===== config.mk =====
export PLATFORM = sky130hd
export DESIGN_NAME = reg_addr_sequencer
export DESIGN_NICKNAME = d
export VERILOG_FILES = /design/src/rtl/reg_addr_pkg.sv /design/src/rtl/lsb_encoder.sv /design/src/rtl/reg_addr_sequencer.sv
export SDC_FILE = /design/constraint.sdc
export NUM_CORES = 1
export LEC_CHECK = 0
export ABC_AREA = 1
export BUFFER_PORTS_ARGS = -buffer_cell sky130_fd_sc_hd__buf_2
export CORE_MARGIN = 5
export CORE_UTILIZATION = 50
export DETAILED_ROUTE_END_ITERATION = 12
export PLACE_DENSITY = 0.77
export SLEW_MARGIN = 0
export SYNTH_ARGS = -nofsm -noshare
export SYNTH_HDL_FRONTEND = slang
export SYNTH_SLANG_ARGS = --single-unit

===== constraint.sdc =====
create_clock -name clk -period 5.3 [get_ports clk]
set_input_delay 0.265 -clock clk [delete_from_list [all_inputs] [get_ports clk]]
set_output_delay 0.265 -clock clk [all_outputs]
set_load 0.1 [all_outputs]

===== src/rtl/reg_addr_pkg.sv =====
// Shared types for the register-address sequencer: instruction classes, FSM states
// and the ARM-state class decoder for the 28-bit (condition-stripped) instruction.
package reg_addr_pkg;

    typedef enum logic [3:0] {
        IC_NONE    = 4'd0,
        IC_MUL     = 4'd1,
        IC_MULL    = 4'd2,
        IC_SWP     = 4'd3,
        IC_BX      = 4'd4,
        IC_HDT_REG = 4'd5,
        IC_HDT_IMM = 4'd6,
        IC_DP      = 4'd7,
        IC_UNDEF   = 4'd8,
        IC_SDT     = 4'd9,
        IC_BDT     = 4'd10,
        IC_BR      = 4'd11,
        IC_SWI     = 4'd12
    } iclass_e;

    typedef enum logic [1:0] {
        ST_IDLE   = 2'd0,
        ST_SINGLE = 2'd1,
        ST_BLOCK  = 2'd2
    } state_e;

    localparam int unsigned R_PC = 15;

    // Earlier tests win: the multiply/swap/BX encodings overlap the data-processing space.
    function automatic iclass_e decode_class(input logic [27:0] ins);
        if (ins[27:22] == 6'b000000 && ins[7:4] == 4'b1001)
            return IC_MUL;
        if (ins[27:23] == 5'b00001 && ins[7:4] == 4'b1001)
            return IC_MULL;
        if (ins[27:23] == 5'b00010 && ins[21:20] == 2'b00 && ins[11:4] == 8'b0000_1001)
            return IC_SWP;
        if (ins[27:4] == 24'h12FFF1)
            return IC_BX;
        if (ins[27:25] == 3'b000 && !ins[22] && ins[11:7] == 5'b00001 && ins[4])
            return IC_HDT_REG;
        if (ins[27:25] == 3'b000 && ins[22] && ins[7] && ins[4])
            return IC_HDT_IMM;
        if (ins[27:26] == 2'b00)
            return IC_DP;
        if (ins[27:25] == 3'b011 && ins[4])
            return IC_UNDEF;
        if (ins[27:26] == 2'b01)
            return IC_SDT;
        if (ins[27:25] == 3'b100)
            return IC_BDT;
        if (ins[27:25] == 3'b101)
            return IC_BR;
        if (ins[27:24] == 4'b1111)
            return IC_SWI;
        return IC_NONE;
    endfunction

endpackage


===== src/rtl/lsb_encoder.sv =====
// Lowest-set-bit search over a register list: binary index, one-hot mask, empty flag.
module lsb_encoder #(
    parameter int LIST_W = 16,
    parameter int RA_W   = 4
) (
    input  logic [LIST_W-1:0] list_i,
    output logic [RA_W-1:0]   idx_o,
    output logic [LIST_W-1:0] onehot_o,
    output logic              zero_o
);

    // NOTE: every always_comb output gets a default first so no path can infer a latch.
    always_comb begin
        idx_o = '0;
        for (int i = LIST_W - 1; i >= 0; i--) begin
            if (list_i[i]) idx_o = RA_W'(i);
        end
    end

    assign onehot_o = list_i & (~list_i + LIST_W'(1));
    assign zero_o   = ~|list_i;

endmodule


===== src/rtl/reg_addr_sequencer.sv =====
// Turns one accepted instruction into one or more rn/rm/rs read-port beats;
// block transfers emit one beat per set bit of the register list.
module reg_addr_sequencer
    import reg_addr_pkg::*;
#(
    parameter int RA_W    = 4,
    parameter int LIST_W  = 16,
    parameter int INSTR_W = 28
) (
    input  logic               clk,
    input  logic               reset_n,
    input  logic               instr_valid,
    output logic               instr_ready,
    input  logic [INSTR_W-1:0] instruction,
    input  logic               flush,
    output logic               out_valid,
    input  logic               out_ready,
    output logic [RA_W-1:0]    rn,
    output logic [RA_W-1:0]    rm,
    output logic [RA_W-1:0]    rs,
    output logic               out_last,
    output logic [3:0]         iclass
);

    state_e              state_q, state_d;
    iclass_e             iclass_q, iclass_d, dec_class;
    logic [RA_W-1:0]     rn_q, rn_d, rm_q, rm_d, rs_q, rs_d;
    logic [RA_W-1:0]     dec_rn, dec_rm, dec_rs;
    logic [LIST_W-1:0]   list_q, list_d;
    logic [RA_W-1:0]     enc_idx;
    logic [LIST_W-1:0]   enc_onehot;
    logic                enc_zero;
    logic                accept;

    function automatic logic [RA_W-1:0] ra(input logic [3:0] f);
        return RA_W'(f);
    endfunction

    lsb_encoder #(.LIST_W(LIST_W), .RA_W(RA_W)) u_lsb (
        .list_i   (list_q),
        .idx_o    (enc_idx),
        .onehot_o (enc_onehot),
        .zero_o   (enc_zero)
    );

    always_comb begin
        dec_class = decode_class(instruction[27:0]);
        dec_rn    = '0;
        dec_rm    = '0;
        dec_rs    = '0;
        unique case (dec_class)
            IC_MUL:                 begin dec_rn = ra(instruction[15:12]); dec_rm = ra(instruction[3:0]); dec_rs = ra(instruction[11:8]); end
            IC_MULL:                begin dec_rn = ra(instruction[11:8]);  dec_rm = ra(instruction[3:0]); end
            IC_SWP:                 begin dec_rn = ra(instruction[19:16]); dec_rm = ra(instruction[3:0]); end
            IC_BX:                  dec_rn = ra(instruction[3:0]);
            IC_HDT_REG, IC_HDT_IMM: begin dec_rn = ra(instruction[19:16]); dec_rm = ra(instruction[3:0]); dec_rs = ra(instruction[15:12]); end
            IC_DP:                  begin dec_rn = ra(instruction[19:16]); dec_rm = ra(instruction[3:0]); dec_rs = ra(instruction[11:8]); end
            IC_SDT:                 begin dec_rn = ra(instruction[19:16]); dec_rs = ra(instruction[15:12]); end
            IC_BDT:                 dec_rn = ra(instruction[19:16]);
            IC_BR:                  dec_rn = RA_W'(R_PC);
            default:                ;
        endcase
    end

    // Ready also opens on the final consumed beat so instructions stream without a bubble.
    assign instr_ready = reset_n && !flush &&
                         (state_q == ST_IDLE || (out_valid && out_last && out_ready));
    assign accept      = instr_valid && instr_ready;

    // NOTE: sequential state uses non-blocking assignments so all registers update together.
    always_ff @(posedge clk) begin
        if (!reset_n) begin
            state_q  <= ST_IDLE;
            iclass_q <= IC_NONE;
            rn_q     <= '0;
            rm_q     <= '0;
            rs_q     <= '0;
            list_q   <= '0;
        end else begin
            state_q  <= state_d;
            iclass_q <= iclass_d;
            rn_q     <= rn_d;
            rm_q     <= rm_d;
            rs_q     <= rs_d;
            list_q   <= list_d;
        end
    end

    always_comb begin
        state_d = state_q;
        unique case (state_q)
            ST_IDLE:             if (accept) state_d = (dec_class == IC_BDT) ? ST_BLOCK : ST_SINGLE;
            ST_SINGLE, ST_BLOCK: begin
                if (accept)                    state_d = (dec_class == IC_BDT) ? ST_BLOCK : ST_SINGLE;
                else if (out_ready && out_last) state_d = ST_IDLE;
            end
            default:             state_d = ST_IDLE;
        endcase
        if (flush) state_d = ST_IDLE;
    end

    always_comb begin
        iclass_d = iclass_q;
        rn_d     = rn_q;
        rm_d     = rm_q;
        rs_d     = rs_q;
        list_d   = list_q;
        if (flush) begin
            list_d = '0;
        end else if (accept) begin
            iclass_d = dec_class;
            rn_d     = dec_rn;
            rm_d     = dec_rm;
            rs_d     = dec_rs;
            list_d   = (dec_class == IC_BDT) ? instruction[LIST_W-1:0] : '0;
        end else if (state_q == ST_BLOCK && out_ready) begin
            list_d = list_q & ~enc_onehot;
        end
    end

    always_comb begin
        out_valid = 1'b0;
        out_last  = 1'b0;
        rn        = '0;
        rm        = '0;
        rs        = '0;
        iclass    = IC_NONE;
        unique case (state_q)
            ST_SINGLE: begin
                out_valid = 1'b1;
                out_last  = 1'b1;
                rn        = rn_q;
                rm        = rm_q;
                rs        = rs_q;
                iclass    = iclass_q;
            end
            ST_BLOCK: begin
                // An empty list still yields one beat, addressing the PC.
                out_valid = 1'b1;
                out_last  = enc_zero || (enc_onehot == list_q);
                rn        = rn_q;
                rs        = enc_zero ? RA_W'(R_PC) : enc_idx;
                iclass    = iclass_q;
            end
            default: ;
        endcase
    end

endmodule


==> load_flow_metrics.sql <==
INSERT INTO impl_metrics (metric_group, metric, value, unit) VALUES
('outcome', 'run_status', 'complete, no violations', ''),
('drt', 'drt_first_pass_iters', '6', ''),
('drt', 'route.detailed.wl_per_inst', '13.1', 'µm'),
('drt', 'via_per_inst', '5.21', ''),
('place', 'hpwl', '6230', 'µm'),
('cts', 'cts_max_level', '2', ''),
('sta', 'layout_worst_path_cycle_share', '59.9', '%'),
('synthesis', 'synth-async-reset-ratio', '0', '%'),
('sta', 'worst_slew_pin_slew', '1250', 'ps'),
('sta', 'final.setup_skew', '7.08', 'ps'),
('sta', 'final_hold_violation_count', '0', ''),
('layout', 'commonest_non_fill_non_tap_cell_in_the_layout', 'nand2_1', ''),
('pwr', 'net-switching-power', '0.000230', 'W'),
('hold_path', 'hold_class', 'input pin to register', ''),
('drt', 'overall_via_count_from_detail_route', '3194', ''),
('worst_setup_path', 'largest_driver_fanout_on_the_critical_path', '38', ''),
('cts', 'cts.hold.buffers_added', '0', ''),
('pwr', 'p_leak', '1.78', 'nW'),
('place', 'detailed_place.area', '3000', 'µm²'),
('floorplanning', 'die_h', '84.0', 'µm'),
('floorplanning', 'core-area', '5410', 'µm²'),
('synthesis', 'synth-edff-count', '0', ''),
('worst_setup_path', 'cp_num_buf_inv', '1', ''),
('worst_setup_path', 'worst_setup_path_end_kind', 'register', ''),
('synthesis', 'synth_seq_cells', '34', ''),
('layout', 'area_delta_synth_final', '14.6', '%'),
('synthesis', 'synthesis.instances', '495', ''),
('cts', 'cts_post_setup_buffers_inserted', '0', ''),
('worst_setup_path', 'critical_path_s_slowest_cell', 'nor2_2', ''),
('worst_setup_path', 'path_class', 'register to register', ''),
('floorplanning', 'floorplan.io_pins', '52', ''),
('synthesis', 'synth-warning-count', '0', ''),
('synthesis', 'synth-xor-area-share', '0', '%'),
('pwr', 'irDropWorstVdd', '0.000154', 'V'),
('drt', 'number_of_nets_still_failing_antenna_checks_after_routing', '0', ''),
('drt', 'remaining_drc_errors', '0', ''),
('worst_setup_path', 'path_delay_family', 'simple AND/OR/NAND/NOR gates', ''),
('global_route', 'grt_pass1_wl', '14100', 'µm'),
('floorplanning', 'start_util', '50.7', '%'),
('sta', 'timing.final.crit_period', '3180', 'ps'),
('global_route', 'antenna_found_initial', '0', ''),
('global_route', 'global_router_s_overall_resource_usage', '23.7', '%'),
('synthesis', 'syn-num-nets', '532', ''),
('layout', 'layout.cell_area.non_filler', '3140', 'µm²'),
('global_route', 'overflow', '0', ''),
('floorplanning', 'number_of_placement_rows', '27', ''),
('cts', 'cts_resized', '0', ''),
('pwr', 'power_frac_seq', '36.9', '%'),
('drt', 'drt_first_iter_violations', '259', ''),
('synthesis', 'post_synth_instance_area', '2740', 'µm²'),
('layout', 'diodes', '0', ''),
('pwr', 'p_sw_share', '31.4', '%'),
('synthesis', 'netlist-cell-type-count', '31', ''),
('pwr', 'pwr-share-clk', '39.6', '%'),
('synthesis', 'post_synth_fa_ha_maj_area_fraction', '1.83', '%'),
('floorplanning', 'die-width', '84.0', 'µm'),
('sta', 'max_clock_freq', '315', 'MHz'),
('cts', 'clk-insertion-delay-late', '290', 'ps'),
('worst_setup_path', 'cp.required', '5520', 'ps'),
('worst_setup_path', 'worst-endpoint-arrival', '3390', 'ps'),
('sta', 'final-setup-viol-count', '0', ''),
('cts', 'cts_made_buffers', '5', ''),
('cts', 'clkSinkCount', '34', ''),
('sta', 'timing.setup.tns', '0', 'ps'),
('drt', 'postRouteWirelength', '8000', 'µm'),
('worst_setup_path', 'setup.worst_path.start_class', 'register', ''),
('flow_run', 'total_of_max_cap_violations', '0', ''),
('synthesis', 'yosys-mux-area-fraction', '0', '%'),
('synthesis', 'yosysSeqAreaShare', '24.8', '%'),
('layout', 'layout_common_cells', 'nand2_1 (158), inv_1 (83), nor2_1 (67)', ''),
('synthesis', 'postSynth.topFlopCell', 'dfxtp_1', '');
-- flip-flops by register name, indices dropped and copies added, names as in the netlist --
signal / count
iclass_q: 4
rs_q: 4
state_q: 2
rm_q: 4
list_q: 16
rn_q: 4
-- layer usage --
metal,routed length [µm],GRT usage (%)
met5,0,0
met4,114,5.99
met3,425,4.64
met2,3860,41.0
met1,3600,30.1
-- cell type report --
type / instances / area (µm²)
Tap cell: 72 / 90.1
Sequential cell: 34 / 681
Clock buffer: 5 / 68.8
Inverter: 84 / 318
Clock inverter: 3 / 68.8
Timing Repair Buffer: 51 / 255
Multi-Input combinational cell: 364 / 1660
Fill cell: 581 / 2270
-- power groups by stage --
stage                     clock network (W)  logic (W)  registers [W]
final                              0.000290   0.000172       0.000271
after global routing               0.000311   0.000194       0.000272
after CTS                          0.000293   0.000171       0.000270
after detailed placement                  0   0.000170       0.000276
after global placement                    0   0.000169       0.000276
after floorplan                           0   0.000127       0.000274
-- stage by stage --
stage	setup WS (ps)	total power (W)	hold WS (ps)	util, %
final	2120	0.000733	236	58.1
after global routing	1730	0.000777	244	58.1
after CTS	2180	0.000734	230	58.1
after detailed placement	2000	0.000447	456	55.5
after global placement	2090	0.000445	452	55.5
after floorplan	1780	0.000401	403	-
-- Yosys cell counts, types with 3 or more instances --
library cell	number	area [µm²]
a211oi_1	4	30.0
a21oi_1	29	145
a31oi_1	4	25.0
buf_6	4	45.0
clkbuf_1	7	26.3
dfxtp_1	34	681
ha_1	4	50.1
inv_1	83	312
nand2_1	158	593
nand3_1	15	75.1
nand4_1	11	68.8
nor2_1	67	251
nor2_4	3	33.8
nor3_1	7	35.0
o21ai_0	35	175
o21ai_1	11	55.1
-- final timing paths --
path | from | to | slack (ps) | cells after the start
setup / recovery | list_q[0]$_SDFFE_PP0P_ | list_q[1]$_SDFFE_PP0P_ | 2120 | 17
hold / removal | reset_n | iclass_q[0]$_SDFFE_PN0P_ | 240 | 3
setup reg to reg | list_q[0]$_SDFFE_PP0P_ | list_q[1]$_SDFFE_PP0P_ | 2120 | 17
hold reg to reg | rm_q[1]$_SDFFE_PN0P_ | rm_q[1]$_SDFFE_PN0P_ | 470 | 2
-- worst min-delay path, stage by stage --
cell and delay, ps:
buf_2 110, o21ai_0 60, a21oi_1 40
-- kinds of logic (layout without fill, tap and decap cells) --
logic type / count (synthesis) / count (layout)
adder cells (fa/ha/maj): 4 / 4
buffers and inverters: 97 / 143
AND/OR/NAND/NOR: 272 / 272
AO/OA/AOI/OAI: 88 / 88
flip-flops: 34 / 34
Power figures use the tool's default switching activity.
